File: config.mk
export PLATFORM = sky130hd
export DESIGN_NAME = ysyx_22051013_icache_axi_rd
export DESIGN_NICKNAME = d
export VERILOG_FILES = /design/src/rtl/ysyx_22051013_icache_axi_rd.sv
export SDC_FILE = /design/constraint.sdc
export NUM_CORES = 1
export LEC_CHECK = 0
export BUFFER_PORTS_ARGS = -buffer_cell sky130_fd_sc_hd__buf_2
export CORE_MARGIN = 5
export CORE_UTILIZATION = 42
export DETAILED_ROUTE_END_ITERATION = 8
export MAX_ROUTING_LAYER = met4
export PLACE_DENSITY = 0.86
export SLEW_MARGIN = 40
export SYNTH_ARGS = -nofsm -noshare
export SYNTH_HDL_FRONTEND = slang
export SYNTH_SLANG_ARGS = --single-unit
File: constraint.sdc
create_clock -name clk -period 2.84 [get_ports clk]
set_input_delay 0.142 -clock clk [delete_from_list [all_inputs] [get_ports clk]]
set_output_delay 0.142 -clock clk [all_outputs]
set_load 0.005 [all_outputs]
File: src/rtl/ysyx_22051013_icache_axi_rd.sv
// Single-beat AXI4 read master that services i-cache miss refills (one AR/R per request).
// Optional debug timeout abort: define YSYX_22051013_AXI_RD_TIMEOUT_EN.
module ysyx_22051013_icache_axi_rd #(
  parameter int REQ_AW      = 64,
  parameter int AXI_AW      = 32,
  parameter int DATA_W      = 64,
  parameter int AXI_ID      = 0,
  parameter int TIMEOUT_CYC = 255
) (
  input  logic              clk,
  input  logic              rst,
  input  logic              req_en,
  input  logic [REQ_AW-1:0] req_addr,
  output logic              rsp_valid,
  output logic [DATA_W-1:0] rsp_data,
  output logic              rsp_err,
  output logic              busy,
  output logic              arvalid,
  input  logic              arready,
  output logic [AXI_AW-1:0] araddr,
  output logic [3:0]        arid,
  output logic [7:0]        arlen,
  output logic [2:0]        arsize,
  output logic [1:0]        arburst,
  input  logic              rvalid,
  output logic              rready,
  input  logic [DATA_W-1:0] rdata,
  input  logic [1:0]        rresp,
  input  logic              rlast,
  input  logic [3:0]        rid
);

  localparam logic [3:0] ARID_C = 4'(AXI_ID);

  typedef enum logic [1:0] {
    ST_IDLE = 2'd0,
    ST_AR   = 2'd1,
    ST_R    = 2'd2,
    ST_RESP = 2'd3
  } state_e;

  // Any non-OKAY response, foreign id or missing last flag poisons the refill beat.
  function automatic logic rd_err_f(input logic [1:0] resp, input logic [3:0] id,
                                    input logic last);
    rd_err_f = (resp != 2'b00) | (id != ARID_C) | ~last;
  endfunction

  state_e              state_r, state_nxt_s;
  logic                arvalid_r, arvalid_nxt_s;
  logic                rready_r, rready_nxt_s;
  logic                rsp_valid_r, rsp_valid_nxt_s;
  logic                rsp_err_r, rsp_err_nxt_s;
  logic                busy_r, busy_nxt_s;
  logic [DATA_W-1:0]   rsp_data_r, rsp_data_nxt_s;
  logic [AXI_AW-1:0]   araddr_r, araddr_nxt_s;
  logic                accept_s;
  logic                ar_hs_s;
  logic                r_hs_s;
  logic                timeout_s;
  logic                unused_s;

  // The pulse cycle itself blocks acceptance, so a req_en still held from
  // the finished refill cannot launch a duplicate transaction.
  assign accept_s = req_en & ~rsp_valid_r;
  assign ar_hs_s  = arvalid_r & arready;
  assign r_hs_s   = rvalid & rready_r;
  assign unused_s = ^{req_addr[REQ_AW-1:AXI_AW], req_addr[2:0]};

`ifdef YSYX_22051013_AXI_RD_TIMEOUT_EN
  localparam int TMO_W = ($clog2(TIMEOUT_CYC + 1) > 8) ? $clog2(TIMEOUT_CYC + 1) : 8;
  logic [TMO_W-1:0] tmo_cnt_r;

  // Transaction age counter: cleared on AR entry, counts through AR and R.
  always_ff @(posedge clk) begin
    if (rst) begin
      tmo_cnt_r <= {TMO_W{1'b0}};
    end else if (state_r == ST_IDLE) begin
      tmo_cnt_r <= {TMO_W{1'b0}};
    end else if ((state_r == ST_AR) || (state_r == ST_R)) begin
      tmo_cnt_r <= tmo_cnt_r + {{(TMO_W-1){1'b0}}, 1'b1};
    end else begin
      tmo_cnt_r <= tmo_cnt_r;
    end
  end

  // Abort on the edge at which the count would reach TIMEOUT_CYC.
  assign timeout_s = ((state_r == ST_AR) || (state_r == ST_R)) &&
                     (tmo_cnt_r == TMO_W'(TIMEOUT_CYC - 1));
`else
  logic [31:0] unused_tmo_s;
  assign unused_tmo_s = 32'(TIMEOUT_CYC);
  assign timeout_s    = 1'b0;
`endif

  // State and registered output update.
  always_ff @(posedge clk) begin
    if (rst) begin
      state_r     <= ST_IDLE;
      arvalid_r   <= 1'b0;
      rready_r    <= 1'b0;
      rsp_valid_r <= 1'b0;
      rsp_err_r   <= 1'b0;
      busy_r      <= 1'b0;
      rsp_data_r  <= {DATA_W{1'b0}};
      araddr_r    <= {AXI_AW{1'b0}};
    end else begin
      state_r     <= state_nxt_s;
      arvalid_r   <= arvalid_nxt_s;
      rready_r    <= rready_nxt_s;
      rsp_valid_r <= rsp_valid_nxt_s;
      rsp_err_r   <= rsp_err_nxt_s;
      busy_r      <= busy_nxt_s;
      rsp_data_r  <= rsp_data_nxt_s;
      araddr_r    <= araddr_nxt_s;
    end
  end

  // Next-state decode.
  always_comb begin
    state_nxt_s = state_r;
    case (state_r)
      ST_IDLE: begin
        if (accept_s) begin
          state_nxt_s = ST_AR;
        end else begin
          state_nxt_s = ST_IDLE;
        end
      end
      ST_AR: begin
        if (timeout_s) begin
          state_nxt_s = ST_RESP;
        end else if (ar_hs_s) begin
          state_nxt_s = ST_R;
        end else begin
          state_nxt_s = ST_AR;
        end
      end
      ST_R: begin
        if (timeout_s) begin
          state_nxt_s = ST_RESP;
        end else if (r_hs_s) begin
          state_nxt_s = ST_RESP;
        end else begin
          state_nxt_s = ST_R;
        end
      end
      ST_RESP: state_nxt_s = ST_IDLE;
      default: state_nxt_s = ST_IDLE;
    endcase
  end

  // Next values of the registered outputs.
  always_comb begin
    arvalid_nxt_s   = arvalid_r;
    rready_nxt_s    = rready_r;
    rsp_valid_nxt_s = 1'b0;
    rsp_err_nxt_s   = rsp_err_r;
    rsp_data_nxt_s  = rsp_data_r;
    araddr_nxt_s    = araddr_r;
    busy_nxt_s      = (state_nxt_s != ST_IDLE);
    case (state_r)
      ST_IDLE: begin
        rready_nxt_s = 1'b0;
        if (accept_s) begin
          arvalid_nxt_s = 1'b1;
          araddr_nxt_s  = {req_addr[AXI_AW-1:3], 3'b000};
        end else begin
          arvalid_nxt_s = 1'b0;
        end
      end
      ST_AR: begin
        // req_en is ignored here: once raised, arvalid is never withdrawn.
        if (timeout_s) begin
          arvalid_nxt_s  = 1'b0;
          rsp_data_nxt_s = {DATA_W{1'b0}};
          rsp_err_nxt_s  = 1'b1;
        end else if (ar_hs_s) begin
          arvalid_nxt_s = 1'b0;
          rready_nxt_s  = 1'b1;
        end else begin
          arvalid_nxt_s = 1'b1;
        end
      end
      ST_R: begin
        if (timeout_s) begin
          rready_nxt_s   = 1'b0;
          rsp_data_nxt_s = {DATA_W{1'b0}};
          rsp_err_nxt_s  = 1'b1;
        end else if (r_hs_s) begin
          rready_nxt_s   = 1'b0;
          rsp_data_nxt_s = rdata;
          rsp_err_nxt_s  = rd_err_f(rresp, rid, rlast);
        end else begin
          rready_nxt_s = 1'b1;
        end
      end
      ST_RESP: begin
        arvalid_nxt_s   = 1'b0;
        rready_nxt_s    = 1'b0;
        rsp_valid_nxt_s = 1'b1;
      end
      default: begin
        arvalid_nxt_s = 1'b0;
        rready_nxt_s  = 1'b0;
      end
    endcase
  end

  assign arvalid   = arvalid_r;
  assign rready    = rready_r;
  assign rsp_valid = rsp_valid_r;
  assign rsp_err   = rsp_err_r;
  assign rsp_data  = rsp_data_r;
  assign busy      = busy_r;
  assign araddr    = araddr_r;
  assign arid      = ARID_C;
  assign arlen     = 8'd0;
  assign arsize    = 3'b011;
  assign arburst   = 2'b01;

endmodule

; ---- Word-level counts from Yosys, hierarchy flattened
; Cells that the tools add are included.
[word_totals]
wordCells = 38
rom_bits = 0
mem_bits_rw = 0
out_inout_bits = 118
mem_count = 0
latch_bits = 0
ff_bits = 100
[op_classes]
mul = 0
n_eq_ne = 4
shifts = 0
n_lt_le_gt_ge = 0
n_addsub = 0
reduce_logical = 8
n_mux = 11
n_div = 0
n_bitwise = 7
[op_table]
columns = cell, n
row1 = $pmux 2 s4, 1
row2 = $mux 1, 7
row3 = $pmux 1 s3, 2
row4 = $eq 2x2->1 const B, 2
row5 = $reduce_and 2->1, 2
row6 = $reduce_bool 2->1, 2
row7 = $reduce_bool 4->1, 1
row8 = $and 1x1->1, 3
row9 = $reduce_bool 3->1, 1
row10 = $eq 2x1->1 const B, 1
row11 = $logic_not 2->1, 1
row12 = $mux 2, 1
row13 = $ne 2x2->1 const B, 1
row14 = $not 1->1, 2
row15 = $or 1x1->1, 2
row16 = $reduce_or 2->1, 1

; ---- Longest topological paths before layout
; Gate-level depths: netlist (run 1).
[logic_depth]
ltp_word = 5
ltp_mapped = 8
ltp_nobuf = 5

; ---- Worst setup path after synthesis (run 1)
; OpenSTA, ideal clock, no wires.
[synth_path]
kind = flip-flop to flip-flop
startpoint = register state_r[0]
endpoint = register rready_r, in the netlist rready
arrival_time_ps = 1420
t_required_ps = 2770
stages_incl_launch_ff = 7
setup_time_ps = 70
setup_slack_ps = 1349
cell_sequence = dfxtp_1 > inv_1 > ha_1 > and3_4 > buf_6 > or3_1 > a21oi_1
[synth_via]
elab_chain_cells = 3
word_cells_on_any_way = 7
[synth_lines]
columns = item, line
row1 = start: declaration, 48  ; state_e state_r, state_nxt_s;
row2 = start signal: assignment, 107  ; state_r <= state_nxt_s;
row3 = $eq 2x2->1 or $logic_not 2->1 (tied branches), 161  ; case (state_r)
row4 = $reduce_or 2->1 (no line), -
row5 = $pmux 1 s3, 161
row6 = end signal: assignment, 109  ; rready_r <= rready_nxt_s;
row7 = end: declaration, 50  ; logic rready_r, rready_nxt_s;
; Several ways; a longest one is shown, not always the timed one.
; A chain may end at the register's enable or synchronous reset.

; ---- Worst setup path after layout (run 1)
[layout_path]
startpoint = register state_r[0]
endpoint = register busy_r, in the netlist busy
[layout_via]
elab_chain_cells = 3
word_cells_on_any_way = 6
[layout_lines]
columns = item, line
row1 = "$eq 2x2->1, or another cell as far along", 121  ; case (state_r)
row2 = $pmux 2 s4 *, 121
row3 = $reduce_bool 2->1 *, 160  ; busy_nxt_s = (state_nxt_s != ST_IDLE);
row4 = end signal: assignment, 112  ; busy_r <= busy_nxt_s;
row5 = end: declaration, 53  ; logic busy_r, busy_nxt_s;
; Every way passes the cells marked *; elsewhere a longest branch is shown, timed or not.

==> results of run 1 <==
worst max-delay path by stage:
| stage | slack (ns) | depth (start not counted) | from | endpoint |
|---|---|---|---|---|
| global route | 0.82 | 5 | state_r[0] | busy |
| floorplan | 1.35 | 6 | state_r[0] | rready |
| detailed placement | 1.00 | 5 | state_r[0] | busy |
| CTS | 0.98 | 5 | state_r[0] | busy |
| global placement | 1.05 | 5 | state_r[0] | busy |
| finish | 1.00 | 5 | state_r[0] | busy |
registers in the layout (all words and copies together), names as in the netlist:
name,cells
rready,1
rsp_data,64
arvalid,1
busy,1
state_r,2
rsp_err,1
rsp_valid,1
araddr,29
critical path, delay by kind of cell, from the launching register on:
kind	cells	cell delay, ns
AOI/OAI and AO/OA	2	0.40
adders and majority gates	1	0.23
buffers and inverters	1	0.13
DFF	1	0.35
and+or+nand+nor	1	0.67
cell families (layout without fill, tap and decap cells):
group           after synthesis  in the layout
other cells                   2             20
compound gates              100            100
flops                       100            100
buf+inv                      53            225
fa+ha+maj                     5              5
simple gates                203            203
final cells by class:
cell class	instances	area, µm²	share of cell area (%)
Sequential cell	100	2000	41.0
Multi-Input combinational cell	328	1460	29.9
Timing Repair Buffer	208	1080	22.0
Tap cell	108	135	2.77
Clock buffer	11	131	2.69
Clock inverter	4	75.1	1.54
Inverter	2	7.51	0.154
layer usage:
metal  share of wire [%]  vias up  GRT usage (%)
li1                    -     1809              -
met1                  39     1636           20.5
met2                  50      162           29.8
met3                 8.3       19           4.97
met4                 2.0        0           6.01
met5                   0        -              -
cells in the final DEF (no fill, tap or decap):
cell / netlist / layout
a21boi_0: 1 / 1
a21oi_1: 96 / 96
a311oi_1: 1 / 1
a31oi_1: 1 / 1
and3_4: 1 / 1
and3b_1: 1 / 1
and4_1: 1 / 1
buf_12: 0 / 1
buf_2: 5 / 201
buf_4: 23 / 4
bufinv_16: 0 / 2
clkbuf_1: 19 / 2
clkbuf_8: 0 / 9
clkinvlp_4: 0 / 2
conb_1: 2 / 20
dfxtp_1: 100 / 100
dlygate4sd3_1: 0 / 2
ha_1: 5 / 5
inv_1: 2 / 2
nand2_1: 187 / 187
nand3_2: 1 / 1
nand3b_1: 1 / 1
nor2_1: 3 / 3
nor2b_1: 2 / 2
nor3_1: 3 / 3
nor4b_1: 2 / 2
o21bai_1: 1 / 1
or3_1: 1 / 1
per-stage QoR:
stage | total power [W] | worst slack (ns)
after floorplan | 0.00158 | 1.35
after global placement | 0.00167 | 1.05
after detailed placement | 0.00168 | 1.00
after CTS | 0.00263 | 0.984
after global routing | 0.00273 | 0.818
final | 0.00261 | 1.00
power groups by stage:
| stage | logic (W) | registers, W | clock network (W) |
|---|---|---|---|
| final | 0.000204 | 0.00145 | 0.000959 |
| after detailed placement | 0.000202 | 0.00148 | 0 |
| after floorplan | 0.000100 | 0.00148 | 0 |
| after global placement | 0.000195 | 0.00148 | 0 |
| after CTS | 0.000202 | 0.00145 | 0.000981 |
| after global routing | 0.000228 | 0.00145 | 0.00105 |
timing repair:
action,CTS,global route
buffers inserted,0,0
hold endpoints to repair,0,2
hold buffers,0,2
==> flow_metrics.py, run 1 <==
metrics = {
    "pwr": {
        "p_per_area_mw_per_mm2": 534,
        "switchingPower_w": 0.000587,
        "switching_share_pct": 22.5,
        "max-vdd-ir-drop_uv": 375,
        "p_comb_share_pct": 7.8,
        "seqPwrFrac_pct": 55.4,
        "clock_power_share_pct": 36.8,
        "leakage_nw": 2.28,
        "intPower_w": 0.00202,
    },
    "floorplanning": {
        "die_area_mm2": 0.0108,
        "die_w_um": 104,
        "io_pins": 258,
        "row_count": 34,
        "die_height_um": 104,
        "coreArea_mm2": 0.00864,
        "initial_core_util_pct": 42.8,
    },
    "synth": {
        "synth_mux_area_share_pct": 0,
        "netlist_area_mm2": 0.00370,
        "netlist_top_cells_area": "dfxtp_1 54%, nand2_1 19%, a21oi_1 13%",
        "synthAdderAreaFrac_pct": 1.69,
        "syn_inst": 463,
        "yosysTopAreaCellShare_pct": 54.1,
        "ys_warn_count": 0,
        "synthSimpleGateAreaFrac_pct": 21.9,
        "ys_seq_elements": 100,
        "synthXorXnorAreaFrac_pct": 0,
        "synth_top_family_by_area": "simple AND/OR/NAND/NOR gates",
        "yosysTopAreaCell": "dfxtp_1",
        "ys_async_sr_fraction_pct": 0,
        "synthTopCellsByCount": "187 x nand2_1, 100 x dfxtp_1, 96 x a21oi_1, 23 x buf_4, 19 x clkbuf_1",
        "synth-compound-area-share_pct": 13.8,
        "syn_area_per_cell_um2": 7.99,
        "ys.flop_type": "dfxtp_1",
        "synth_cell_types": 25,
        "seq_area_frac_synth_pct": 54.1,
        "synth_most_common_cell": "nand2_1",
        "synth-edff-count": 0,
    },
    "sta": {
        "period_share_pct": 64.8,
        "fmax_mhz": 544,
        "drv_slew": 0,
        "fin_tns_setup_ns": 0,
        "hold_violations": 0,
        "rsz0062_at_grt": "false",
        "setup_viol": 0,
        "skew_ns": 0.0154,
        "whs_ns": 0.0139,
        "period_minus_slack_ns": 1.84,
        "tightest_slew_ns": 0.680,
        "max-slew-margin-rel_pct": 54.6,
    },
    "hold_path": {
        "hold_start": "rdata[52]",
        "hp-class": "in2reg",
        "whs_path_depth": 3,
        "holdPathEnd": "rsp_data[52]",
    },
    "route": {
        "wire_per_inst_um": 13.2,
        "drt_pass1_iterations": 4,
        "viasPerCell": 4.76,
        "ant_nets": 0,
        "drt_wl_total_um": 10100,
        "drc": 0,
        "drtIter0Drc": 112,
        "vias": 3626,
    },
    "finish": {
        "nets": 794,
        "drive_gt1_share_pct": 33.8,
        "num-fill-cells": 804,
        "antennaDiodeCount": 0,
        "post-route-util_pct": 56.6,
        "instances_no_fill": 761,
        "final_cell_area_mm2": 0.00489,
        "syn_to_final_growth_pct": 32.1,
    },
    "cts": {
        "cts_sinks": 100,
        "root_buffer": "clkbuf_8",
        "clk_pin_slew_ns": 0.10,
        "cts_made_buffers": 9,
        "cts_resized": 0,
        "clk_latency_ns": 0.35,
        "cts_tree": "built",
        "htreeDepth": 3,
        "clk_path_buf_depth": 2,
    },
    "setup_path": {
        "required_ns": 3.10,
        "cp-start-kind": "flip-flop",
        "crit_arrival_ns": 2.10,
        "cp_cell_sequence": "inv_1 > ha_1 > and3_4 > o21bai_1 > a31oi_1",
        "critPathKind": "reg2reg",
        "cp_max_fo": 68,
        "r2r_start": "state_r[0]",
        "slowest_stage": "and3_4",
        "worstReg2RegEnd": "busy",
        "reg2reg_depth": 5,
        "slowest_delay_ns": 0.67,
        "r2r_slack_ns": 1.00,
        "endpoint_kind": "flip-flop",
    },
    "global_route": {
        "grt_pass1_wl_um": 15900,
        "grtUsageTotal_pct": 17.8,
        "grt-ovfl-total": 0,
        "grt_max_degree": 69,
        "grt_antenna_before_repair": 0,
        "grt_pass1_vias": 3399,
    },
    "place": {
        "placed_area_mm2": 0.00466,
        "place_hpwl_um": 7380,
        "dp_cells": 744,
        "gp_congestion": 0.782,
        "numPortBuffers": 202,
    },
    "status": {
        "status": "finished, final reports clean",
    },
    "job": {
        "maxCapViolations": 0,
    },
}
Power figures use the tool's default switching activity.
==> run 2: changes to the inputs <==
Settings changed: ABC_AREA set to 1, PLACE_DENSITY 0.86 to 0.83.
Clock period 2.84 ns to 1.7 ns, I/O delays scaled along.
==> run 2 against run 1 <==
Compared with the run above: area after synthesis grew 9.3%; non-clock buffer count increased by 95; flip-flop and latch count unchanged; critical endpoint is now rsp_data[58]; clock skew is 0.00097 ns higher; highest routed layer unchanged; largest cell class is now non-clock buffers; sequential share of layout area decreased by 8.5 points; critical path type unchanged.
==> flow_metrics.py, run 2 <==
metrics = {
    "finish": {
        "nets": 904,
        "final_cell_mix": "201 x buf_2, 157 x nand2_1, 100 x dfxtp_1, 91 x dlygate4sd3_1, 54 x a21oi_1",
        "syn_to_final_growth_pct": 52.4,
        "instances_no_fill": 892,
        "drive_gt1_share_pct": 41.0,
        "final_common_cell": "buf_2",
        "largest_reg_flops": 64,
        "antennaDiodeCount": 0,
        "num-fill-cells": 730,
    },
    "global_route": {
        "grt-ovfl-total": 0,
        "grt_pass1_wl_um": 19100,
        "grtUsageTotal_pct": 20.9,
        "grt_antenna_before_repair": 0,
        "grt_pass1_vias": 4110,
        "grt_max_degree": 54,
    },
    "pwr": {
        "switching_share_pct": 24.0,
        "p_per_area_mw_per_mm2": 729,
        "max-vdd-ir-drop_uv": 530,
        "power.total_w": 0.00449,
        "intPower_w": 0.00342,
        "seqPwrFrac_pct": 53.8,
        "clock_power_share_pct": 34.1,
        "switchingPower_w": 0.00108,
        "p_comb_share_pct": 12.1,
        "leakage_nw": 2.78,
    },
    "place": {
        "dp_cells": 785,
        "gp_congestion": 0.761,
        "numPortBuffers": 202,
        "place_hpwl_um": 7840,
    },
    "synth": {
        "synth_most_common_cell": "nand2_1",
        "synth_cell_types": 24,
        "ys_seq_elements": 100,
        "seq_area_frac_synth_pct": 49.5,
        "ys_warn_count": 0,
        "ys.flop_type": "dfxtp_1",
        "netlist_top_cells_area": "dfxtp_1 49%, nand2_1 15%, a21oi_2 8.7%",
        "yosysTopAreaCellShare_pct": 49.5,
        "ys_async_sr_fraction_pct": 0,
        "synthTopCellsByCount": "157 x nand2_1, 100 x dfxtp_1, 54 x a21oi_1, 40 x a21oi_2, 40 x nand2_2",
        "netlist_area_mm2": 0.00405,
        "syn_inst": 478,
        "syn_area_per_cell_um2": 8.46,
        "synth-edff-count": 0,
        "yosysTopAreaCell": "dfxtp_1",
    },
    "setup_path": {
        "r2r_start": "state_r[0]",
        "crit_arrival_ns": 1.81,
        "critical_path_buf_inv_count": 2,
        "critical_path.top_delay_family": "flip-flops",
        "slowest_stage": "dfxtp_1",
        "cp-start-kind": "flip-flop",
        "cp_max_fo": 8,
        "crit_path_start": "state_r[0]",
        "cp_cell_sequence": "inv_1 > ha_1 > nand3_2 > buf_4 > nand2_1 > a21oi_1",
        "critPathKind": "reg2reg",
        "slowest_delay_ns": 0.41,
        "required_ns": 1.96,
        "endpoint_kind": "flip-flop",
    },
    "sta": {
        "tightest_slew_ns": 0.562,
        "hold_violations": 0,
        "setup_viol": 0,
        "rsz0062_at_grt": "false",
        "drv_slew": 0,
        "max-slew-margin-rel_pct": 62.5,
        "skew_ns": 0.0164,
        "fin_tns_setup_ns": 0,
        "fmax_mhz": 646,
        "period_minus_slack_ns": 1.55,
        "period_share_pct": 91.0,
    },
    "job": {
        "maxCapViolations": 0,
    },
    "route": {
        "wire_per_inst_um": 14.3,
        "drt_pass1_iterations": 6,
        "drc": 0,
        "ant_nets": 0,
        "drt_wl_total_um": 12700,
        "viasPerCell": 4.64,
        "drtIter0Drc": 268,
        "vias": 4143,
    },
    "cts": {
        "clk_path_buf_depth": 2,
        "root_buffer": "clkbuf_8",
        "htreeDepth": 3,
        "cts_sinks": 100,
        "clk_latency_ns": 0.35,
        "cts_made_buffers": 9,
        "cts_tree": "built",
        "clk_pin_slew_ns": 0.10,
        "cts_setup_buffers": 0,
    },
    "floorplanning": {
        "row_count": 35,
        "die_height_um": 108,
        "die_area_mm2": 0.0117,
        "coreArea_mm2": 0.00933,
        "io_pins": 258,
        "initial_core_util_pct": 43.4,
        "die_w_um": 108,
    },
    "hold_path": {
        "hold_start": "rdata[49]",
        "hp-class": "in2reg",
    },
    "status": {
        "status": "finished, final reports clean",
    },
}
==> run 2: cell type report <==
cell class | count | area, µm² | share of cell area [%]
Timing Repair Buffer | 303 | 2050 | 33.3
Sequential cell | 100 | 2000 | 32.5
Multi-Input combinational cell | 334 | 1700 | 27.6
Tap cell | 129 | 161 | 2.62
Clock buffer | 10 | 138 | 2.23
Clock inverter | 5 | 61.3 | 0.995
Inverter | 11 | 43.8 | 0.710
==> run 2: repair_timing <==
action	in CTS	in global routing
endpoints found under the hold margin	92	0
resized for setup	0	2
endpoints found under the setup margin	0	6
hold buffers	91	0
==> run 2: final timing paths <==
check                       to  slack [ns]  depth (start not counted)
setup / recovery  rsp_data[58]        0.15                          6
hold / removal    rsp_data[49]        0.02                          3
setup reg to reg  rsp_data[58]        0.15                          6
hold reg to reg     araddr[20]        0.47                          2
==> run 2: cell families (layout without fill, tap and decap cells) <==
logic type | Yosys count | after routing | synth area share [%]
buffers and inverters | 62 | 329 | 10.2
adder cells (fa/ha/maj) | 5 | 5 | 1.55
other | 2 | 20 | 0.186
AND/OR/NAND/NOR | 211 | 211 | 22.7
flip-flops | 100 | 100 | 49.5
AO/OA/AOI/OAI | 98 | 98 | 15.9
==> run 2: power groups by stage <==
stage	Combinational (W)	Clock [W]	Sequential, W
after floorplan	0.000188	0	0.00248
after global placement	0.000355	0	0.00247
after detailed placement	0.000368	0	0.00247
after CTS	0.000532	0.00158	0.00242
after global routing	0.000593	0.00167	0.00243
final	0.000544	0.00153	0.00242
==> run 2: metrics by stage <==
step / util [%] / hold slack (ns) / worst slack [ns] / cell area (µm²)
CTS: 65.8 / 0.00247 / 0.123 / 6140
finish: 66.1 / 0.0157 / 0.152 / 6160
floorplan: - / 0.221 / 0.338 / 4110
detailed placement: 53.9 / 0.340 / 0.152 / 5030
global placement: 53.9 / 0.335 / 0.233 / 5030
global route: 66.1 / 0.00322 / 0.0459 / 6160
==> run 2: tightest hold or removal path: stages <==
cell and delay [ns]:
buf_2 0.10, nand2_1 0.06, a21oi_1 0.07
==> run 2: metal layers <==
| layer | routed length (µm) | global-route usage (%) |
|---|---|---|
| met1 | 4940 | 23.6 |
| met3 | 979 | 4.36 |
| met2 | 6570 | 37.3 |
| met4 | 240 | 6.13 |
| met5 | 0 | - |
